==> src/rtl/ones_count_seq.sv <==
// Sequential WIDTH-bit population count built around one shared 8-bit ones_count.
// Optional macro ONES_COUNT_SEQ_EARLY_EXIT_EN ends RUN as soon as the unshifted remainder is zero.

module ones_count (
  output logic [3:0] count,
  input  logic [7:0] dat_in
);

  always_comb begin
    count = '0;
    for (int unsigned i = 0; i < 8; i++) begin
      count = count + 4'(dat_in[i]);
    end
  end

endmodule

module ones_count_seq #(
  parameter  int WIDTH = 32,
  localparam int CW    = $clog2(WIDTH + 1)
) (
  input  logic             clk,
  input  logic             rst_n,
  input  logic             in_valid,
  output logic             in_ready,
  input  logic [WIDTH-1:0] in_data,
  output logic             out_valid,
  input  logic             out_ready,
  output logic [CW-1:0]    out_count,
  output logic             busy
);

  localparam int NBYTES = WIDTH / 8;
  localparam int IW     = (NBYTES > 1) ? $clog2(NBYTES) : 1;

  typedef enum logic [1:0] {
    IDLE,
    RUN,
    DONE
  } state_t;

  state_t           state_q, state_d;
  logic [WIDTH-1:0] shreg_q, shreg_d;
  logic [CW-1:0]    acc_q, acc_d;
  logic [IW-1:0]    idx_q, idx_d;
  logic [CW-1:0]    out_count_q, out_count_d;
  logic             out_valid_q, out_valid_d;

  logic [3:0]       byte_cnt;
  logic [CW-1:0]    sum;
  logic             last_byte;

  ones_count u_ones_count (
    .count  (byte_cnt),
    .dat_in (shreg_q[7:0])
  );

  assign sum = acc_q + CW'(byte_cnt);

`ifdef ONES_COUNT_SEQ_EARLY_EXIT_EN
  // Nothing left above the current byte: remaining RUN cycles would add zero.
  assign last_byte = (idx_q == IW'(NBYTES - 1)) || ((shreg_q >> 8) == '0);
`else
  assign last_byte = (idx_q == IW'(NBYTES - 1));
`endif

  always_comb begin
    state_d     = state_q;
    shreg_d     = shreg_q;
    acc_d       = acc_q;
    idx_d       = idx_q;
    out_count_d = out_count_q;
    out_valid_d = out_valid_q;
    unique case (state_q)
      IDLE: begin
        if (in_valid) begin
          shreg_d = in_data;
          acc_d   = '0;
          idx_d   = '0;
          state_d = RUN;
        end
      end
      RUN: begin
        acc_d   = sum;
        shreg_d = shreg_q >> 8;
        idx_d   = idx_q + IW'(1);
        if (last_byte) begin
          out_count_d = sum;
          out_valid_d = 1'b1;
          state_d     = DONE;
        end
      end
      DONE: begin
        if (out_ready) begin
          out_valid_d = 1'b0;
          state_d     = IDLE;
        end
      end
      default: state_d = IDLE;
    endcase
  end

  always_ff @(posedge clk or negedge rst_n) begin
    if (!rst_n) begin
      state_q     <= IDLE;
      shreg_q     <= '0;
      acc_q       <= '0;
      idx_q       <= '0;
      out_count_q <= '0;
      out_valid_q <= 1'b0;
    end else begin
      state_q     <= state_d;
      shreg_q     <= shreg_d;
      acc_q       <= acc_d;
      idx_q       <= idx_d;
      out_count_q <= out_count_d;
      out_valid_q <= out_valid_d;
    end
  end

  assign in_ready  = (state_q == IDLE);
  assign busy      = (state_q != IDLE);
  assign out_valid = out_valid_q;
  assign out_count = out_count_q;

endmodule

==> config.mk <==
export PLATFORM = sky130hd
export DESIGN_NAME = ones_count_seq
export DESIGN_NICKNAME = d
export VERILOG_FILES = /design/src/rtl/ones_count_seq.sv
export SDC_FILE = /design/constraint.sdc
export NUM_CORES = 1
export LEC_CHECK = 0
export CORE_ASPECT_RATIO = 0.7
export CORE_MARGIN = 2
export CORE_UTILIZATION = 35
export CTS_CLUSTER_DIAMETER = 80
export DETAILED_ROUTE_END_ITERATION = 16
export DONT_BUFFER_PORTS = 1
export PLACE_DENSITY_LB_ADDON = 0.15
export SETUP_SLACK_MARGIN = 0.15
export SLEW_MARGIN = 20
export SYNTH_ARGS = -nofsm -noshare
export SYNTH_HDL_FRONTEND = slang
export SYNTH_SLANG_ARGS = --single-unit
==> constraint.sdc <==
create_clock -name clk -period 5.4 [get_ports clk]
set_input_delay 1.62 -clock clk [delete_from_list [all_inputs] [get_ports clk]]
set_output_delay 1.62 -clock clk [all_outputs]
set_load 0.005 [all_outputs]
* Yosys cells after proc, flatten, opt, wreduce, memory -nomap -nowiden
Index checks and enable logic that the tools add are counted.
** Word-level totals
- Register bits after elaboration :: 49
- Latch bits :: 0
- Memory bits (writable) :: 0
- Bits in read-only memories :: 0
- Bits of input ports :: 36
- Output and inout port bits :: 9
- Word-level logic and storage cells :: 42
- Memories :: 0
** Operators by class
- Add/subtract/negate cells :: 9
- Multiply operators :: 0
- Div/mod/pow operators :: 0
- Order comparisons :: 0
- Eq/ne operators :: 6
- Shift operators :: 0
- Mux-type cells :: 13
- Bitwise operators :: 0
- Reduce and logical (&&, ||, !) cells :: 8
** Operators by type and width (number)
- 32-bit case mux with 2 select lines :: 1
- 32-bit 2-to-1 mux :: 1
- 4-bit by 1-bit adder with 4-bit output :: 6
- 6-bit case mux with 2 select lines :: 1
- 2-bit 2-to-1 mux :: 4
- 6-bit by 4-bit adder with 6-bit output :: 1
- 6-bit 2-to-1 mux :: 1
- 2-bit inequality test (second input constant) :: 3
- 2-bit case mux with 3 select lines :: 1
- 3-bit AND reduction :: 2
- 2-bit nonzero test :: 3
- 2-bit equality test (second input constant) :: 2
- 2-bit case mux with 2 select lines :: 1
- 2-bit AND reduction :: 2
- 1-bit by 1-bit adder with 2-bit output :: 1
- 2-bit by 1-bit adder with 2-bit output (second input constant) :: 1
- 2-bit by 1-bit equality test with 1-bit output (second input constant) :: 1
- 2-bit logical NOT :: 1
- 1-bit 2-to-1 mux :: 2
- 1-bit case mux with 2 select lines :: 1

* Logic depth before layout (Yosys ltp)
Gate-level depths: netlist of run 1.
- Depth after elaboration :: 9
- Mapped depth :: 13
- Mapped depth without buffers :: 13

* By module
A second synthesis of run 1 with hierarchy kept.
** Second synthesis, totals
- Cells, all modules :: 286
- Area, all modules :: 2636.3 µm²
** By module, submodules not included
- ones_count_seq :: instances 1, cells an instance 262, area each 2446.1 µm², seq. area each 1226.2 µm²
- ones_count :: instances 1, cells an instance 24, area each 190.2 µm², seq. area each 0.0 µm²

* Worst setup path before layout of run 1
No wires, ideal clock.
- Path type :: reg2reg
- Start point :: reg shreg_q[0]
- End point :: reg acc_q[4]
- Setup time :: 0.124 ns
- Arrival time :: 3.539 ns
- Data required time :: 5.276 ns
- Path slack :: 1.737 ns
- Cell stages (with the launch flop) :: 13
- Buffers on the path :: 0
- Period minus slack after synthesis :: 3.663 ns
- Cell sequence :: dfrtp_1 > ha_1 > inv_1 > fa_1 > fa_1 > fa_1 > inv_1 > fa_1 > fa_1 > a21o_1 > a21oi_1 > nor3_1 > a211o_1
** On the way
- Longest elaborated chain between the ends :: 9
** Ends and longest elaborated chain
- from (decl) :: line 43 : logic [WIDTH-1:0] shreg_q, shreg_d;
- from (signal assigned) :: line 113 : shreg_q <= shreg_d;
- 1-bit by 1-bit adder with 2-bit output :: line 12 : count = count + 4'(dat_in[i]);
- 4-bit by 1-bit adder with 4-bit output (6 in a row) :: line 12
- 6-bit by 4-bit adder with 6-bit output :: line 58 : assign sum = acc_q + CW'(byte_cnt);
- 6-bit case mux with 2 select lines :: line 74 : unique case (state_q)
- to (signal assigned) :: line 107 : acc_q <= '0;
- to (signal assigned) :: line 114 : acc_q <= acc_d;
- to (decl) :: line 44 : logic [CW-1:0] acc_q, acc_d;
No other way between the ends.
A chain may end at the register's enable or synchronous reset.

* Worst setup path after layout of run 1
- Start point :: reg shreg_q[1]
- End point :: reg acc_q[4]
Same word-level chain as after synthesis.

==> results of run 1 <==
-- cell families (layout without fill, tap and decap cells) --
logic type / Yosys count / count (layout)
compound gates: 86 / 86
xor+xnor: 5 / 5
fa+ha+maj: 14 / 14
buf+inv: 33 / 25
flops: 49 / 49
mux: 4 / 4
simple gates: 85 / 85
-- registers in the layout, indices dropped and copies added (netlist names) --
register and count:
acc_q 6, idx_q 2, out_count 6, out_valid 1
shreg_q 32, state_q 2
-- metal layers --
| metal | vias up | track usage | routed length [um] |
|---|---|---|---|
| li1 | 917 | - | - |
| met1 | 882 | 0.2574 | 3189 |
| met2 | 31 | 0.1814 | 2412 |
| met3 | 2 | 0.04202 | 320 |
| met4 | 0 | 0.03077 | 35 |
| met5 | - | 0 | 0 |
-- worst max-delay path, delay by kind of cell (launching register included) --
family / cells / cell delay [ns]
fa+ha+maj: 6 / 2.50
compound gates: 3 / 0.65
flops: 1 / 0.39
buf+inv: 2 / 0.14
simple gates: 1 / 0.07
-- area by class of cell --
class,count,area (um2),area share
Tap cell,98,122.6,0.04410
Multi-Input combinational cell,194,1279,0.4599
Sequential cell,49,1227,0.4415
Inverter,15,56.30,0.02025
Clock buffer,8,80.08,0.02880
Timing Repair Buffer,2,15.01,0.005401
-- where the power goes --
part	internal, mW	total (mW)	leakage (nW)	switching (mW)
registers	0.511	0.606	0.634	0.0947
clock network	0.0926	0.215	0.0395	0.123
logic	0.396	0.891	0.684	0.495
-- cell usage in the layout (no fill, tap or decap), types with 2 or more instances in the layout --
master    netlist  layout
o21ai_1        22      22
o21ai_0        19      19
buf_4           4       2
nor2_1          3       3
nand2_1        41      41
dfrtp_1        49      48
clkbuf_8        0       5
a22o_1          4       4
xor2_1          3       3
fa_1            5       5
inv_1          15      15
ha_1            9       9
nor2b_1        10      10
clkbuf_1        3       3
mux2_4          3       3
xnor2_1         2       2
and3b_1        24      24
a21oi_1        36      36
-- through the flow --
stage / std cells / hold WS, ns
global placement: 358 / 0.4682
detailed placement: 358 / 0.4782
floorplan: 276 / 0.4486
global route: 366 / 0.5182
finish: 366 / 0.4918
CTS: 366 / 0.4996
-- worst max-delay path by stage --
stage / start / end / slack [ns] / depth (start not counted)
floorplan: shreg_q[0] / acc_q[4] / 1.74 / 12
global placement: shreg_q[0] / acc_q[4] / 1.64 / 12
detailed placement: shreg_q[1] / acc_q[4] / 1.56 / 12
CTS: shreg_q[1] / acc_q[4] / 1.54 / 12
global route: shreg_q[0] / acc_q[4] / 1.40 / 12
finish: shreg_q[1] / acc_q[4] / 1.55 / 12
==> reports/metrics.cfg, run 1 <==
[synth]
synth_ff_type = dfrtp_1
yosys-top-cells-area = dfrtp_1 45%, and3b_1 7.8%, a21oi_1 6.7%, nand2_1 5.7%, ha_1 4.2%
synth_top_area_share = 0.4550
yosysSeqAreaShare = 0.4550
ys_seq_elements = 49
synthTopCellsByCount = 49 x dfrtp_1, 41 x nand2_1, 36 x a21oi_1
ys_async_sr_fraction = 1.000
syn_nets = 326
synth_cell_types = 33
synth_edf_count = 0
syn_area_mm2 = 0.002695
post_synth_fa_ha_maj_area_fraction = 0.07892
yosys_warnings = 0
muxShareOfSynthArea = 0.02043
syn-instance-count = 276
synth-simple-area-share = 0.1825
synth_top_family_by_area = simple AND/OR/NAND/NOR gates
synth_most_common_cell = dfrtp_1
synth_compound_area_frac = 0.1764
synth_top_area_cell = dfrtp_1
synth-xor-area-share = 0.01625
postSynthAreaPerCell_um2 = 9.765

[routing]
drt_pre_antenna_iters = 4
avgRoutedWirePerCell_um = 16.28
avgViaCountPerCell = 5.005
drt_drc_violations_left = 0
postRouteAntennaNets = 0
via_count = 1832
wl_um = 5957
drt_iter0_markers = 95

[setup_path]
critPathCaptureType = flop
regToRegEndpoint = acc_q[4]
critPathRequiredTime_ns = 5.58
worstPathMaxFanout = 3
worst_ep_arrival_time_ns = 4.03
crit_chain = ha_1 > inv_1 > fa_1 > fa_1 > fa_1 > inv_1 > fa_1 > fa_1 > a21o_1 > a21oi_1 > nor3_1 > a211o_1
critical_path_class = reg -> reg
cpMostUsedCell = fa_1
start_kind = flop
r2r_slack_ns = 1.55
reg2reg_depth = 12
critical_path.max_stage_delay_ns = 0.50
reg2reg_from = shreg_q[1]
critPathSlowestCell = fa_1

[clock_tree]
clk_path_buf_depth = 2
cts_tree = yes
post_cts_buffers = 0
numClockSinks = 49
hold_buffers = 0
htreeDepth = 2
cts_buffers = 5
ctsResizeCount = 0
clock_latency_ns = 0.30
root_buffer = clkbuf_8
clkTransAtPathRegs_ns = 0.09

[place]
gp_congestion = 0.7792
port_buffers = 0
detailed_place_hpwl_um = 3863
post_dp_cell_area_mm2 = 0.002700
pre_cts_ws_ns = 1.556

[timing]
fin_ws_ns = 1.549
worst_slew_pin_slew_ns = 0.8043
tns_ns = 0
hold_viol_final = 0
clock-skew-final_ns = 0.008523
period_minus_slack_ns = 3.851
setup_viol = 0
fin_crit_sh = 0.7132
fmax_mhz = 259.6
slew_headroom = 0.4624
timing.final.max_slew_violations = 0
rsz0062_at_grt = false

[final_layout]
layout-drive-gt1-share = 0.05970
nets = 317
area_delta_synth_final_pct = 3.157
fillers = 753
n_antenna_cell = 0
stdcell_area_mm2 = 0.002780
post-route-util = 0.3765

[power]
p_per_area_mw_per_mm2 = 615.7
vdd_ir_drop_max_v = 0.0002366
power.static_leakage_nw = 1.358
total_power_mw = 1.712

[die]
num_rows = 26
initial_utilization = 0.3650
die_y_um = 77.42
die-area_mm2 = 0.008429
ios = 45
core_mm2 = 0.007385
die_x_um = 108.9

[min_path]
min-delay-path-class = reg -> reg
whs_endpoint = shreg_q[8]
whs_path_depth = 2
min_from = shreg_q[8]

[job]
maxCapViolations = 0

[grt]
grt_antenna_before_repair = 0
grt_pass1_vias = 1769
grt_max_degree = 66
grt_first_pass_wirelength_um = 9804
grt_usage = 0.1511
gr-total-overflow = 0

[status]
status = finished, final reports clean

(Power assumes the default switching activity.)
==> run 2: changes to the inputs <==
- clock period: 5.4 -> 3.9 ns (I/O delays scaled with it)
==> run 2 against run 1 <==
Net effect: hold slack worse by 0.0021 ns; clock skew is 0.0011 ns lower; setup slack worse by 1.3 ns; critical path depth stayed put; wire length is 1.7% lower; sequential share of layout area is 0.65 points lower; critical endpoint unchanged.
==> reports/metrics.cfg, run 2 (synthesized netlist as in run 1, its figures left out) <==
[clock_tree]
cts_tree = yes
root_buffer = clkbuf_8
hold_buffers = 0  ; unchanged
clk_path_buf_depth = 2  ; unchanged
numClockSinks = 49  ; unchanged
cts_buffers = 5  ; unchanged
htreeDepth = 2  ; unchanged
clkTransAtPathRegs_ns = 0.09  ; about the same
clock_latency_ns = 0.30  ; about the same

[place]
gp_congestion = 0.7747  ; -0.58%
detailed_place_hpwl_um = 3846  ; -0.45%
post_dp_cell_area_mm2 = 0.002700  ; unchanged
port_buffers = 0  ; unchanged

[final_layout]
n_antenna_cell = 0  ; unchanged
area_delta_synth_final_pct = 4.689
top_register = shreg_q
stdcell_area_mm2 = 0.002821  ; +1.5%
final_common_cell = dfrtp_1
largest_reg_flops = 32  ; unchanged
most-common-layout-cells = 48 x dfrtp_1, 41 x nand2_1, 34 x a21oi_1, 24 x and3b_1, 22 x o21ai_1
layout-drive-gt1-share = 0.08614  ; +0.02644
fillers = 748  ; -0.66%
multi_input_area_mm2 = 0.001296  ; +1.4%
nets = 317  ; unchanged
seqCellArea_mm2 = 0.001227  ; unchanged

[die]
initial_utilization = 0.3650  ; unchanged
die_y_um = 77.42  ; unchanged
ios = 45  ; unchanged
core_mm2 = 0.007385  ; unchanged
die_x_um = 108.9  ; unchanged
num_rows = 26  ; unchanged
die-area_mm2 = 0.008429  ; unchanged

[setup_path]
cp-startpoint = shreg_q[1]
reg2reg_from = shreg_q[1]
critPathSlowestCell = fa_1
crit_chain = ha_1 > inv_1 > fa_1 > fa_1 > fa_1 > inv_2 > fa_1 > fa_2 > a21o_1 > a21oi_2 > nor3_1 > a211o_1
critical_path_class = reg -> reg
worst_ep_arrival_time_ns = 3.84  ; -0.19 ns
cpMostUsedCell = fa_1
reg2reg_depth = 12  ; unchanged
critPathCaptureType = flop
cp_num_buf_inv = 2  ; unchanged
critPathTopFamily = adder cells
critical_path.max_stage_delay_ns = 0.49  ; about the same
critPathRequiredTime_ns = 4.09  ; -1.49 ns
regToRegEndpoint = acc_q[4]
start_kind = flop
worstPathMaxFanout = 3  ; unchanged
r2r_slack_ns = 0.25  ; -1.30 ns

[timing]
slew_headroom = 0.4805  ; +0.01811
timing.final.max_slew_violations = 0  ; unchanged
rsz0062_at_grt = true
fmax_mhz = 273.9  ; +5.5%
period_minus_slack_ns = 3.650  ; -0.2009 ns
worst_slew_pin_slew_ns = 0.7772  ; -0.02709 ns
fin_crit_sh = 0.9360  ; +0.2228
setup_viol = 0  ; unchanged
tns_ns = 0  ; unchanged
hold_viol_final = 0  ; unchanged
clock-skew-final_ns = 0.007460  ; -0.001063 ns

[min_path]
min-delay-path-class = reg -> reg
min_from = shreg_q[23]
whs_endpoint = shreg_q[23]
whs_path_depth = 2  ; unchanged

[status]
status = finished, final reports clean

[power]
seqPwrFrac = 0.337  ; -0.017
power_switching_share = 0.4085  ; -0.007926
p_switching_mw = 1.011  ; +42%
vdd_ir_drop_max_v = 0.0003838  ; +62%
p_per_area_mw_per_mm2 = 877.2  ; +42%
internal-power_mw = 1.464  ; +47%
clkPwrFrac = 0.145  ; +0.019
power.static_leakage_nw = 1.370  ; +0.93%
combPwrFrac = 0.518  ; -0.002

[grt]
gr-total-overflow = 0  ; unchanged
grt_max_degree = 66  ; unchanged
grt_usage = 0.1490  ; -0.002090
grt_first_pass_wirelength_um = 9653  ; -1.5%
grt_antenna_before_repair = 0  ; unchanged
grt_pass1_vias = 1785  ; +0.90%

[routing]
via_count = 1798  ; -1.9%
wl_um = 5858  ; -1.7%
avgViaCountPerCell = 4.926  ; -1.6%
postRouteAntennaNets = 0  ; unchanged
drt_drc_violations_left = 0  ; unchanged
drt_pre_antenna_iters = 4  ; unchanged
avgRoutedWirePerCell_um = 16.05  ; -1.4%
drt_iter0_markers = 87  ; -8.4%

[job]
maxCapViolations = 0  ; unchanged

## run 2: metal layers
metal | up-vias | GRT usage | wire length (um)
met4 | 0 | 0.03846 | 55
met5 | - | 0 | 0
met2 | 30 | 0.1820 | 2282
met1 | 845 | 0.2469 | 3226
met3 | 5 | 0.04286 | 294
li1 | 918 | - | -
## run 2: worst max path at each step
stage                         endpoint  slack [ns]  depth (start not counted)
after floorplan               acc_q[4]        0.24                         12
after global placement        acc_q[4]        0.15                         12
after detailed placement  out_count[4]        0.10                         12
after CTS                     acc_q[4]        0.20                         12
after global routing      out_count[3]        0.12                         13
final                         acc_q[4]        0.25                         12
## run 2: power by group through the flow
stage | sequential, mW | clock [mW] | combinational (mW)
6_report | 0.835 | 0.358 | 1.28
3_3_place_gp | 0.841 | 0 | 1.24
2_1_floorplan | 0.811 | 0 | 1.08
5_1_grt | 0.860 | 0.388 | 1.47
4_1_cts | 0.836 | 0.369 | 1.28
3_5_place_dp | 0.843 | 0 | 1.26
## run 2: area by class of cell
| class | instances | area share |
|---|---|---|
| Clock inverter | 2 | 0.01242 |
| Clock buffer | 5 | 0.02439 |
| Sequential cell | 49 | 0.4350 |
| Tap cell | 98 | 0.04346 |
| Timing Repair Buffer | 2 | 0.005322 |
| Multi-Input combinational cell | 194 | 0.4594 |
| Inverter | 15 | 0.01996 |
## run 2: worst register-to-register path: stages, from the launching register on
cell and delay (ns):
dfrtp_1 0.39, ha_1 0.28, inv_1 0.05, fa_1 0.49
fa_1 0.42, fa_1 0.38, inv_2 0.08, fa_1 0.45
fa_2 0.37, a21o_1 0.18, a21oi_2 0.17, nor3_1 0.06
a211o_1 0.22
## run 2: metrics by stage
stage / total power [mW] / util / hold slack [ns] / std cells / setup slack (ns)
floorplan: 1.896 / - / 0.4486 / 276 / 0.2373
global placement: 2.081 / 0.3656 / 0.4678 / 358 / 0.1511
detailed placement: 2.105 / 0.3656 / 0.4758 / 358 / 0.1002
CTS: 2.483 / 0.3805 / 0.4968 / 365 / 0.2050
global route: 2.722 / 0.3821 / 0.5157 / 365 / 0.1228
finish: 2.475 / 0.3821 / 0.4897 / 365 / 0.2495
## run 2: what timing repair did
item / 4_1_cts / 5_1_grt
pin swaps: 0 / 3
gates cloned: 0 / 0
endpoints found under the hold margin: 0 / 0
resized for setup: 2 / 3
setup buffers: 0 / 0
endpoints found under the setup margin: 2 / 6
==> run 3: changes to the inputs <==
- MAX_ROUTING_LAYER: default -> met4
==> run 3 against run 2 <==
Net effect: combinational power barely moved; critical path depth did not move; sequential power is essentially flat; die area is the same; register-to-register slack barely moved.
==> reports/metrics.cfg, run 3 (synthesized netlist as in run 1, its figures left out) <==
[clock_tree]
root_buffer = clkbuf_8
cts_tree = yes
clkTransAtPathRegs_ns = 0.09  ; about the same
clk_path_buf_depth = 2  ; unchanged
cts_buffers = 5  ; unchanged
clock_latency_ns = 0.30  ; about the same
htreeDepth = 2  ; unchanged
hold_buffers = 0  ; unchanged
numClockSinks = 49  ; unchanged

[grt]
grt_first_pass_wirelength_um = 9632  ; -0.22%
grt_usage = 0.1527  ; +0.003665
grt_max_degree = 66  ; unchanged
gr-total-overflow = 0  ; unchanged
grt_antenna_before_repair = 0  ; unchanged
grt_pass1_vias = 1800  ; +0.84%

[final_layout]
area_delta_synth_final_pct = 4.689  ; unchanged
n_antenna_cell = 0  ; unchanged
fillers = 748  ; unchanged
layout-drive-gt1-share = 0.08614  ; unchanged
stdcell_area_mm2 = 0.002821  ; unchanged
largest_reg_flops = 32  ; unchanged
nets = 317  ; unchanged
top_register = shreg_q
post-route-util = 0.3821  ; unchanged
most-common-layout-cells = 48 x dfrtp_1, 41 x nand2_1, 34 x a21oi_1, 24 x and3b_1, 22 x o21ai_1
final_common_cell = dfrtp_1
fin_cells = 365  ; unchanged

[setup_path]
critPathRequiredTime_ns = 4.09  ; about the same
critical_path.max_stage_delay_ns = 0.49  ; about the same
start_kind = flop
worstPathMaxFanout = 3  ; unchanged
critPathCaptureType = flop
worst_ep_arrival_time_ns = 3.85  ; about the same
critical_path_class = reg -> reg
critPathSlowestCell = fa_1
cpMostUsedCell = fa_1
crit_chain = ha_1 > inv_1 > fa_1 > fa_1 > fa_1 > inv_2 > fa_1 > fa_2 > a21o_1 > a21oi_2 > nor3_1 > a211o_1

[power]
p_per_area_mw_per_mm2 = 876.8  ; about the same
power.static_leakage_nw = 1.370  ; unchanged
total_power_mw = 2.474  ; about the same
vdd_ir_drop_max_v = 0.0003832  ; -0.16%

[die]
die_x_um = 108.9  ; unchanged
die_y_um = 77.42  ; unchanged
core_mm2 = 0.007385  ; unchanged
num_rows = 26  ; unchanged
ios = 45  ; unchanged
die-area_mm2 = 0.008429  ; unchanged
initial_utilization = 0.3650  ; unchanged

[place]
gp_congestion = 0.7853  ; +1.4%
dp_cells = 358  ; unchanged
pre_cts_ws_ns = 0.1002  ; unchanged
post_dp_cell_area_mm2 = 0.002700  ; unchanged
detailed_place_hpwl_um = 3846  ; unchanged
port_buffers = 0  ; unchanged

[timing]
worst_slew_pin_slew_ns = 0.7807  ; +0.003453 ns
fin_crit_sh = 0.9379  ; +0.001854
clock-skew-final_ns = 0.005223  ; -0.002237 ns
setup_viol = 0  ; unchanged
slew_headroom = 0.4782  ; -0.002308
fin_hold_ws_ns = 0.4904  ; +0.0007550 ns
hold_viol_final = 0  ; unchanged
fmax_mhz = 273.4  ; -0.20%
tns_ns = 0  ; unchanged
fin_ws_ns = 0.2423  ; -0.007232 ns
period_minus_slack_ns = 3.658  ; +0.007232 ns
timing.final.max_slew_violations = 0  ; unchanged
rsz0062_at_grt = true

[routing]
drt_iter0_markers = 90  ; +3.4%
drt_drc_violations_left = 0  ; unchanged
postRouteAntennaNets = 0  ; unchanged
avgRoutedWirePerCell_um = 16.10  ; +0.31%
via_count = 1807  ; +0.50%
drt_pre_antenna_iters = 4  ; unchanged
avgViaCountPerCell = 4.951  ; +0.50%
wl_um = 5876  ; +0.31%

[status]
status = finished, final reports clean

[job]
maxCapViolations = 0  ; unchanged

[min_path]
min-delay-path-class = reg -> reg

[run 3: cell counts in the layout (fill, tap and decap cells not counted)]
No cell type changed its count.
[run 3: where the power goes]
group          internal (mW)  switching [mW]  total, mW
clock                  0.187           0.172      0.358
sequential             0.707           0.128      0.836
combinational          0.569           0.710       1.28
total                   1.46            1.01       2.47
[run 3: final cells by class]
type / count / area (um2) / area share
multi-input combinational: 194 / 1296 / 0.4594
clock buffer: 5 / 68.82 / 0.02439
timing repair buffer: 2 / 15.01 / 0.005322
tap: 98 / 122.6 / 0.04346
sequential: 49 / 1227 / 0.4350
inverter: 15 / 56.30 / 0.01996
clock inverter: 2 / 35.03 / 0.01242
[run 3: what timing repair did]
item | 4_1_cts | 5_1_grt
resized for setup | 2 | 3
buffers inserted | 0 | 0
endpoints found under the setup margin | 2 | 6
pin swaps | 0 | 3
[run 3: worst max-delay path: cells and delay by family (launching register included)]
kind | cells | cell delay [ns]
adder cells (fa/ha/maj) | 6 | 2.39
flip-flops | 1 | 0.39
AO/OA/AOI/OAI | 3 | 0.57
AND/OR/NAND/NOR | 1 | 0.06
buffers and inverters | 2 | 0.13
[run 3: worst paths after layout]
check | end | cells after the start | slack (ns) | start
worst max register to register | acc_q[4] | 12 | 0.24 | shreg_q[1]
worst min register to register | shreg_q[23] | 2 | 0.49 | shreg_q[23]
max in group asynchronous | state_q[0] | 0 | 3.25 | rst_n
min in group asynchronous | shreg_q[11] | 0 | 0.55 | rst_n
worst max-delay path | acc_q[4] | 12 | 0.24 | shreg_q[1]
worst min-delay path | shreg_q[23] | 2 | 0.49 | shreg_q[23]
[run 3: metal layers]
| layer | track usage | vias up | wire length, um |
|---|---|---|---|
| met5 | - | - | 0 |
| met4 | 0.03846 | 0 | 52 |
| met3 | 0.03697 | 5 | 260 |
| met2 | 0.1795 | 29 | 2296 |
| met1 | 0.2512 | 853 | 3267 |
| li1 | - | 920 | - |
